File: config.mk
export PLATFORM = sky130hd
export DESIGN_NAME = rob_ar_arbiter
export DESIGN_NICKNAME = d
export VERILOG_FILES = /design/src/rtl/rob_ar_arbiter.sv
export SDC_FILE = /design/constraint.sdc
export NUM_CORES = 1
export LEC_CHECK = 0
export CELL_PAD_IN_SITES_DETAIL_PLACEMENT = 0
export CELL_PAD_IN_SITES_GLOBAL_PLACEMENT = 1
export CORE_ASPECT_RATIO = 0.6
export CORE_MARGIN = 2
export CORE_UTILIZATION = 44
export CTS_CLUSTER_DIAMETER = 40
export DETAILED_ROUTE_END_ITERATION = 16
export GPL_TIMING_DRIVEN = 0
export HOLD_SLACK_MARGIN = 0.05
export PLACE_DENSITY = 0.89
export SLEW_MARGIN = 20
export SYNTH_ARGS = -nofsm -noshare
export SYNTH_HDL_FRONTEND = slang
export SYNTH_SLANG_ARGS = --single-unit
File: constraint.sdc
create_clock -name clk -period 7.1 [get_ports clk]
set_input_delay 1.065 -clock clk [delete_from_list [all_inputs] [get_ports clk]]
set_output_delay 1.065 -clock clk [all_outputs]
set_load 0.005 [all_outputs]
File: src/rtl/rob_ar_arbiter.sv
// rob_ar_arbiter: shares one reorder_buffer AR/R slave port between NUM_REQ
// read requesters.
//   AR side: round-robin winner into a single-entry grant register (IDLE/ISSUE).
//   R side : the reorder_buffer answers in AR-issue order, so a tag FIFO of
//            requester indices steers each returned beat to its originator.
//   Credit : in-flight reads are capped at MAX_OUTST (reorder_buffer has 16 slots).
// Optional feature, enabled by defining ROB_ARB_PERF_EN: a saturating 16-bit
// stall counter (stall_cnt_o) with a synchronous clear input (perf_clr_i).
module rob_ar_arbiter #(
  parameter int NUM_REQ    = 4,
  parameter int DATA_WIDTH = 8,
  parameter int MAX_OUTST  = 16
) (
  input  logic                    clk,
  input  logic                    rst_n,
  input  logic [NUM_REQ*4-1:0]    req_arid_i,
  input  logic [NUM_REQ-1:0]      req_arvalid_i,
  output logic [NUM_REQ-1:0]      req_arready_o,
  output logic [DATA_WIDTH-1:0]   req_rdata_o,
  output logic [3:0]              req_rid_o,
  output logic [NUM_REQ-1:0]      req_rvalid_o,
  input  logic [NUM_REQ-1:0]      req_rready_i,
  output logic [3:0]              rob_arid_o,
  output logic                    rob_arvalid_o,
  input  logic                    rob_arready_i,
  input  logic [DATA_WIDTH-1:0]   rob_rdata_i,
  input  logic [3:0]              rob_rid_i,
  input  logic                    rob_rvalid_i,
  output logic                    rob_rready_o
`ifdef ROB_ARB_PERF_EN
  ,
  output logic [15:0]             stall_cnt_o,
  input  logic                    perf_clr_i
`endif
);

  // Tag width holds a requester index; FIFO pointers carry one extra wrap bit
  // so that full and empty are distinguishable when the index bits match.
  localparam int TAG_W  = (NUM_REQ > 1) ? $clog2(NUM_REQ) : 1;
  localparam int PTR_W  = (MAX_OUTST > 1) ? $clog2(MAX_OUTST) : 1;
  localparam int CRED_W = $clog2(MAX_OUTST + 1);

  typedef enum logic {
    S_IDLE  = 1'b0,
    S_ISSUE = 1'b1
  } state_t;

  state_t              state_q, state_d;
  logic [TAG_W-1:0]    rr_ptr_q;
  logic [3:0]          id_q;
  logic [CRED_W-1:0]   credit_q;

  logic [TAG_W-1:0]    tag_mem [MAX_OUTST];
  logic [PTR_W:0]      wr_ptr_q, rd_ptr_q;

  logic [TAG_W-1:0]    winner;
  logic                winner_found;
  logic                credit_full;
  logic                ar_hs;
  logic                r_hs;
  logic                fifo_empty;
  logic [TAG_W-1:0]    head_tag;

  // Advance a FIFO pointer, wrapping the index at MAX_OUTST and toggling the
  // wrap bit, so non-power-of-two depths behave correctly as well.
  function automatic logic [PTR_W:0] ptr_inc(input logic [PTR_W:0] p);
    logic [PTR_W:0] n;
    if (p[PTR_W-1:0] == PTR_W'(MAX_OUTST - 1)) begin
      n = {~p[PTR_W], {PTR_W{1'b0}}};
    end else begin
      n = p + (PTR_W + 1)'(1);
    end
    return n;
  endfunction

  assign credit_full = (credit_q == CRED_W'(MAX_OUTST));
  assign fifo_empty  = (wr_ptr_q == rd_ptr_q);
  assign head_tag    = tag_mem[rd_ptr_q[PTR_W-1:0]];

  // Accept happens only in IDLE, with a requester waiting and a free credit.
  assign ar_hs = (state_q == S_IDLE) && winner_found && !credit_full;
  assign r_hs  = rob_rvalid_i && rob_rready_o;

  // Round-robin search: first valid requester at or above the pointer, wrapping.
  always_comb begin
    // NOTE: every variable written here gets a default before any branch, so
    // no path leaves it unassigned and no latch is inferred.
    winner       = '0;
    winner_found = 1'b0;
    for (int i = 0; i < NUM_REQ; i++) begin
      if (!winner_found && req_arvalid_i[(int'(rr_ptr_q) + i) % NUM_REQ]) begin
        winner_found = 1'b1;
        winner       = TAG_W'((int'(rr_ptr_q) + i) % NUM_REQ);
      end
    end
  end

  // FSM next state plus all handshake outputs; reset forces every output low.
  always_comb begin
    state_d       = state_q;
    req_arready_o = '0;
    req_rvalid_o  = '0;
    req_rdata_o   = '0;
    req_rid_o     = '0;
    rob_arvalid_o = 1'b0;
    rob_arid_o    = '0;
    rob_rready_o  = 1'b0;
    if (rst_n) begin
      req_rdata_o = rob_rdata_i;
      req_rid_o   = rob_rid_i;
      unique case (state_q)
        S_IDLE: begin
          if (ar_hs) begin
            req_arready_o[winner] = 1'b1;
            state_d               = S_ISSUE;
          end
        end
        S_ISSUE: begin
          rob_arvalid_o = 1'b1;
          rob_arid_o    = id_q;
          if (rob_arready_i) begin
            state_d = S_IDLE;
          end
        end
        default: state_d = S_IDLE;
      endcase
      // Only the requester at the FIFO head may see or acknowledge R beats.
      if (!fifo_empty) begin
        req_rvalid_o[head_tag] = rob_rvalid_i;
        rob_rready_o           = req_rready_i[head_tag];
      end
    end
  end

  // State register, grant ID register and round-robin pointer.
  always_ff @(posedge clk or negedge rst_n) begin
    // NOTE: sequential state uses non-blocking assignments so every flop
    // samples the pre-edge values, independent of statement order.
    if (!rst_n) begin
      state_q  <= S_IDLE;
      rr_ptr_q <= '0;
      id_q     <= '0;
    end else begin
      state_q <= state_d;
      if (ar_hs) begin
        id_q     <= req_arid_i[4*int'(winner) +: 4];
        rr_ptr_q <= (winner == TAG_W'(NUM_REQ - 1)) ? '0 : winner + TAG_W'(1);
      end
    end
  end

  // Outstanding-read credit: +1 on accept, -1 on R handshake, both cancel.
  always_ff @(posedge clk or negedge rst_n) begin
    if (!rst_n) begin
      credit_q <= '0;
    end else begin
      unique case ({ar_hs, r_hs})
        2'b10:   credit_q <= credit_q + CRED_W'(1);
        2'b01:   credit_q <= credit_q - CRED_W'(1);
        default: credit_q <= credit_q;
      endcase
    end
  end

  // Tag FIFO storage; never read while empty, so the contents need no reset.
  always_ff @(posedge clk) begin
    // NOTE: the storage array is deliberately left out of reset; the reset
    // pointers mark it empty, which keeps it mappable onto plain RAM.
    if (ar_hs) begin
      tag_mem[wr_ptr_q[PTR_W-1:0]] <= winner;
    end
  end

  // Tag FIFO pointers; credit gating guarantees no push while full.
  always_ff @(posedge clk or negedge rst_n) begin
    if (!rst_n) begin
      wr_ptr_q <= '0;
      rd_ptr_q <= '0;
    end else begin
      if (ar_hs) begin
        wr_ptr_q <= ptr_inc(wr_ptr_q);
      end
      if (r_hs) begin
        rd_ptr_q <= ptr_inc(rd_ptr_q);
      end
    end
  end

`ifdef ROB_ARB_PERF_EN
  // Saturating count of cycles where a requester waits on exhausted credit.
  always_ff @(posedge clk or negedge rst_n) begin
    if (!rst_n) begin
      stall_cnt_o <= '0;
    end else if (perf_clr_i) begin
      stall_cnt_o <= '0;
    end else if (credit_full && (|req_arvalid_i) && (stall_cnt_o != 16'hFFFF)) begin
      stall_cnt_o <= stall_cnt_o + 16'd1;
    end
  end
`endif

endmodule
==> impl_results.md <==
* CP Launch Type: input pin
* Core outline area at 0.006792 mm2
* Total setup buffers inserted after CTS at 0
* Syn nets at 317
* Die width at 112.9 um
* Sw Share at 37.90%
* Placed insts at 415
* First-pass GRT wire length at 11.50 mm
* Clock transition at the registers of the reported paths at 70 ps
* Most common cell in the netlist: edfxtp_1
* RSZ-0062 raised after global routing: no
* Ys Warns at 0
* Logic pwr share at 50.7%
* Top post-synthesis cells by area: edfxtp_1 31%, dfrtp_1 18%, mux2i_1 6.4%
* P_int at 981.2 uW
* Initial DRC count at 180
* Synth Instances at 263
* Total CTS buffers at 5
* Synth Register Bits at 54
* Yosys top cell by area: edfxtp_1
* # port buffers at 65
* Finished Layout Cells at 423
* Clock Tree Root: clkbuf_16
* Drt drc at 2
* Number of global-route vias before repair at 2,286
* Asr flop ratio synth at 40.74%
* Fin nets at 389
* WS Path Type: input pin to output pin
* H-Tree Depth at 2
* Critical path arrival at 3770 ps
* Reg2Reg Depth at 15
* Final WL at 6.754 mm
* Critical-path top delay cell: buf_1
* P_sw at 598.9 uW
* Fmax at 0.2067 GHz
* Dpl cell area at 0.003885 mm2
* Area Overhead vs Synth at 29.50%
* Minimum clock period after layout at 4838 ps
* Full die area at 0.007828 mm2
* RR Startpoint: rd_ptr_q[0]
* Proportion of power drawn by the clock network at 17.5%
* Req. time, crit path at 6030 ps
* Commonest cells post-synth: 32 x edfxtp_1, 22 x dfrtp_1, 21 x nand2_1
* WHS Path Cells at 1
* Yosys cell types at 46
* HPWL Detailed at 5.186 mm
* Skew final at 6.486 ps
* Sequential share of power at 31.8%
* Failing checks: DRC
* Final-report setup violation count at 0
* CTS tree: done
* Total gr overflow at 0
* Post-CTS Resized at 0
* Syn avg cell area at 11.90 um2
* R2r endpoint: credit_q[4]
* Initial antenna violation count at 0
* Crit path max fanout at 18
* Commonest register cell after synthesis: edfxtp_1
* Hold Path Class: flop to flop
* WL/cell at 15.97 um
* Register area share after synthesis at 48.28%
* Vias per inst at 5.071
* Pins over their slew limit at 0
* I/O pin cnt at 66
* Number of max-cap violations at 0
* CTS Buffer Depth at 2
* Die Ht at 69.34 um
* Gr usage total at 18.69%
* Slowest Stage Delay on Critical Path at 620 ps
* Site Rows at 23
* Hold_buf cts at 0
* Drt first pass iters at 11
* Largest net degree at the start of global routing at 30
* Final hold vios at 0
* Post-synth top area share at 30.70%
* Critical path endpoint category: output pin
* Initial Util at 46.09%
* Final Core Density at 59.69%
* Number of flops mapped to enable cells by yosys at 32
* Hold Path Sink: rd_ptr_q[4]
* Clock Latency Late Sink at 290 ps
* N_diodes at 0
* Period utilisation layout at 68.14%
* Result of the run: complete, but fails checks
* Mapped cell area at 0.003131 mm2
* Critical path cell sequence: clkdlybuf4s50_1 > nand2b_1 > nor2b_1 > o22ai_1 > buf_1 > inv_2 > ha_1 > and3_1 > clkdlybuf4s50_1
* Share of post-route cells with drive strength above 1 at 11.31%
* Total Neg Setup Slack at 0 ps
* Internal reg-to-reg setup slack at 3330 ps
* CTS sink cnt at 54
* Fin area at 0.004054 mm2
* DR vias at 2,145
* PwrDens at 389.8 mW/mm2
* Gpl congestion at 0.8143
* Post-route total power at 1580 uW
* Peak supply drop at 0.0001448 V
* Final ANT Viol Nets at 0
* Slew headroom at 45.83%
* P_leak at 0.001657 uW
* Hold Crit Start: rd_ptr_q[4]
* Worst Tran Pin Value at 811.1 ps
* Crit path top cell by count: clkdlybuf4s50_1
==> area by class of cell <==
type                    count  area [um2]
inverters                  12       50.05
clock inverters             2       38.79
fillers                   570        2738
flip-flops and latches     54        1511
clock buffers               6       128.9
multi-input cells         184        1495
repair buffers             65       645.6
well taps                  87       108.9
plain buffers              13       75.07
==> placed cells by master, fill, tap and decap left out, types with 2 or more instances in the layout <==
| cell | count |
|---|---|
| nand3_1 | 4 |
| mux4_2 | 7 |
| mux2i_2 | 2 |
| o21ai_0 | 6 |
| ha_1 | 13 |
| mux2_4 | 2 |
| buf_2 | 2 |
| nand2_1 | 21 |
| inv_2 | 3 |
| a21o_1 | 5 |
| clkinv_4 | 2 |
| nand2b_1 | 8 |
| nor3_1 | 6 |
| edfxtp_1 | 32 |
| xnor2_1 | 3 |
| clkdlybuf4s50_1 | 64 |
| o21ai_1 | 4 |
| and3_1 | 9 |
| clkbuf_1 | 9 |
| a21oi_1 | 4 |
| dfrtp_1 | 22 |
| mux2_2 | 5 |
| clkbuf_16 | 5 |
| mux2i_4 | 2 |
| mux2i_1 | 20 |
| and2_1 | 13 |
| xor2_1 | 11 |
| nor3_4 | 2 |
| nor4_1 | 2 |
| nor2_1 | 20 |
| nor2b_1 | 2 |
| inv_1 | 8 |
==> routing by layer <==
layer	GRT usage [%]	part of all wire, %	up-vias
met3	5.157	5.3	3
met1	28.53	51	1008
met5	0	0	-
met4	1.626	0.25	0
li1	-	-	1088
met2	27.78	44	46
==> worst max path at each step <==
stage | startpoint | endpoint | slack, ps
floorplan | req_arvalid_i[2] | req_arready_o[0] | 3620
global placement | rst_n | credit_q[4] | 2130
detailed placement | req_arvalid_i[0] | req_arready_o[3] | 2180
CTS | req_arvalid_i[0] | req_arready_o[3] | 2180
global route | req_arvalid_i[0] | req_arready_o[3] | 2040
finish | req_arvalid_i[0] | req_arready_o[3] | 2260
==> critical path, delay by kind of cell <==
| family | cells | cell delay [ps] |
|---|---|---|
| AO/OA/AOI/OAI | 1 | 120 |
| buffers and inverters | 4 | 1910 |
| AND/OR/NAND/NOR | 3 | 400 |
| adder cells (fa/ha/maj) | 1 | 290 |
==> registers in the layout (all words and copies together), names as in the netlist <==
name and count:
id_q 4, rd_ptr_q 5, tag_mem 32, credit_q 5, rr_ptr_q 2, state_q 1, wr_ptr_q 5
==> power groups by stage <==
stage	Combinational [uW]	Clock, uW	Sequential [uW]
after global placement	783	0	504
final	800	276	503
after CTS	807	283	503
after detailed placement	802	0	509
after floorplan	593	0	488
after global routing	893	298	513
==> cells by family after synthesis <==
| group | count (synthesis) | synth area share [%] |
|---|---|---|
| and+or+nand+nor | 89 | 15.27 |
| muxes | 38 | 16.51 |
| adders and majority gates | 14 | 5.835 |
| buffers and inverters | 25 | 3.957 |
| AOI/OAI and AO/OA | 29 | 6.236 |
| DFF | 54 | 48.28 |
| xor gates and xnor gates | 14 | 3.917 |
==> through the flow <==
| step | hold WS (ps) | setup slack, ps |
|---|---|---|
| 2_1_floorplan | 460.4 | 3620 |
| 4_1_cts | 493.5 | 2176 |
| 3_3_place_gp | 475.4 | 2134 |
| 6_report | 488.3 | 2262 |
| 5_1_grt | 512.0 | 2039 |
| 3_5_place_dp | 476.8 | 2176 |
No activity file was read; power rests on OpenSTA's default activity.
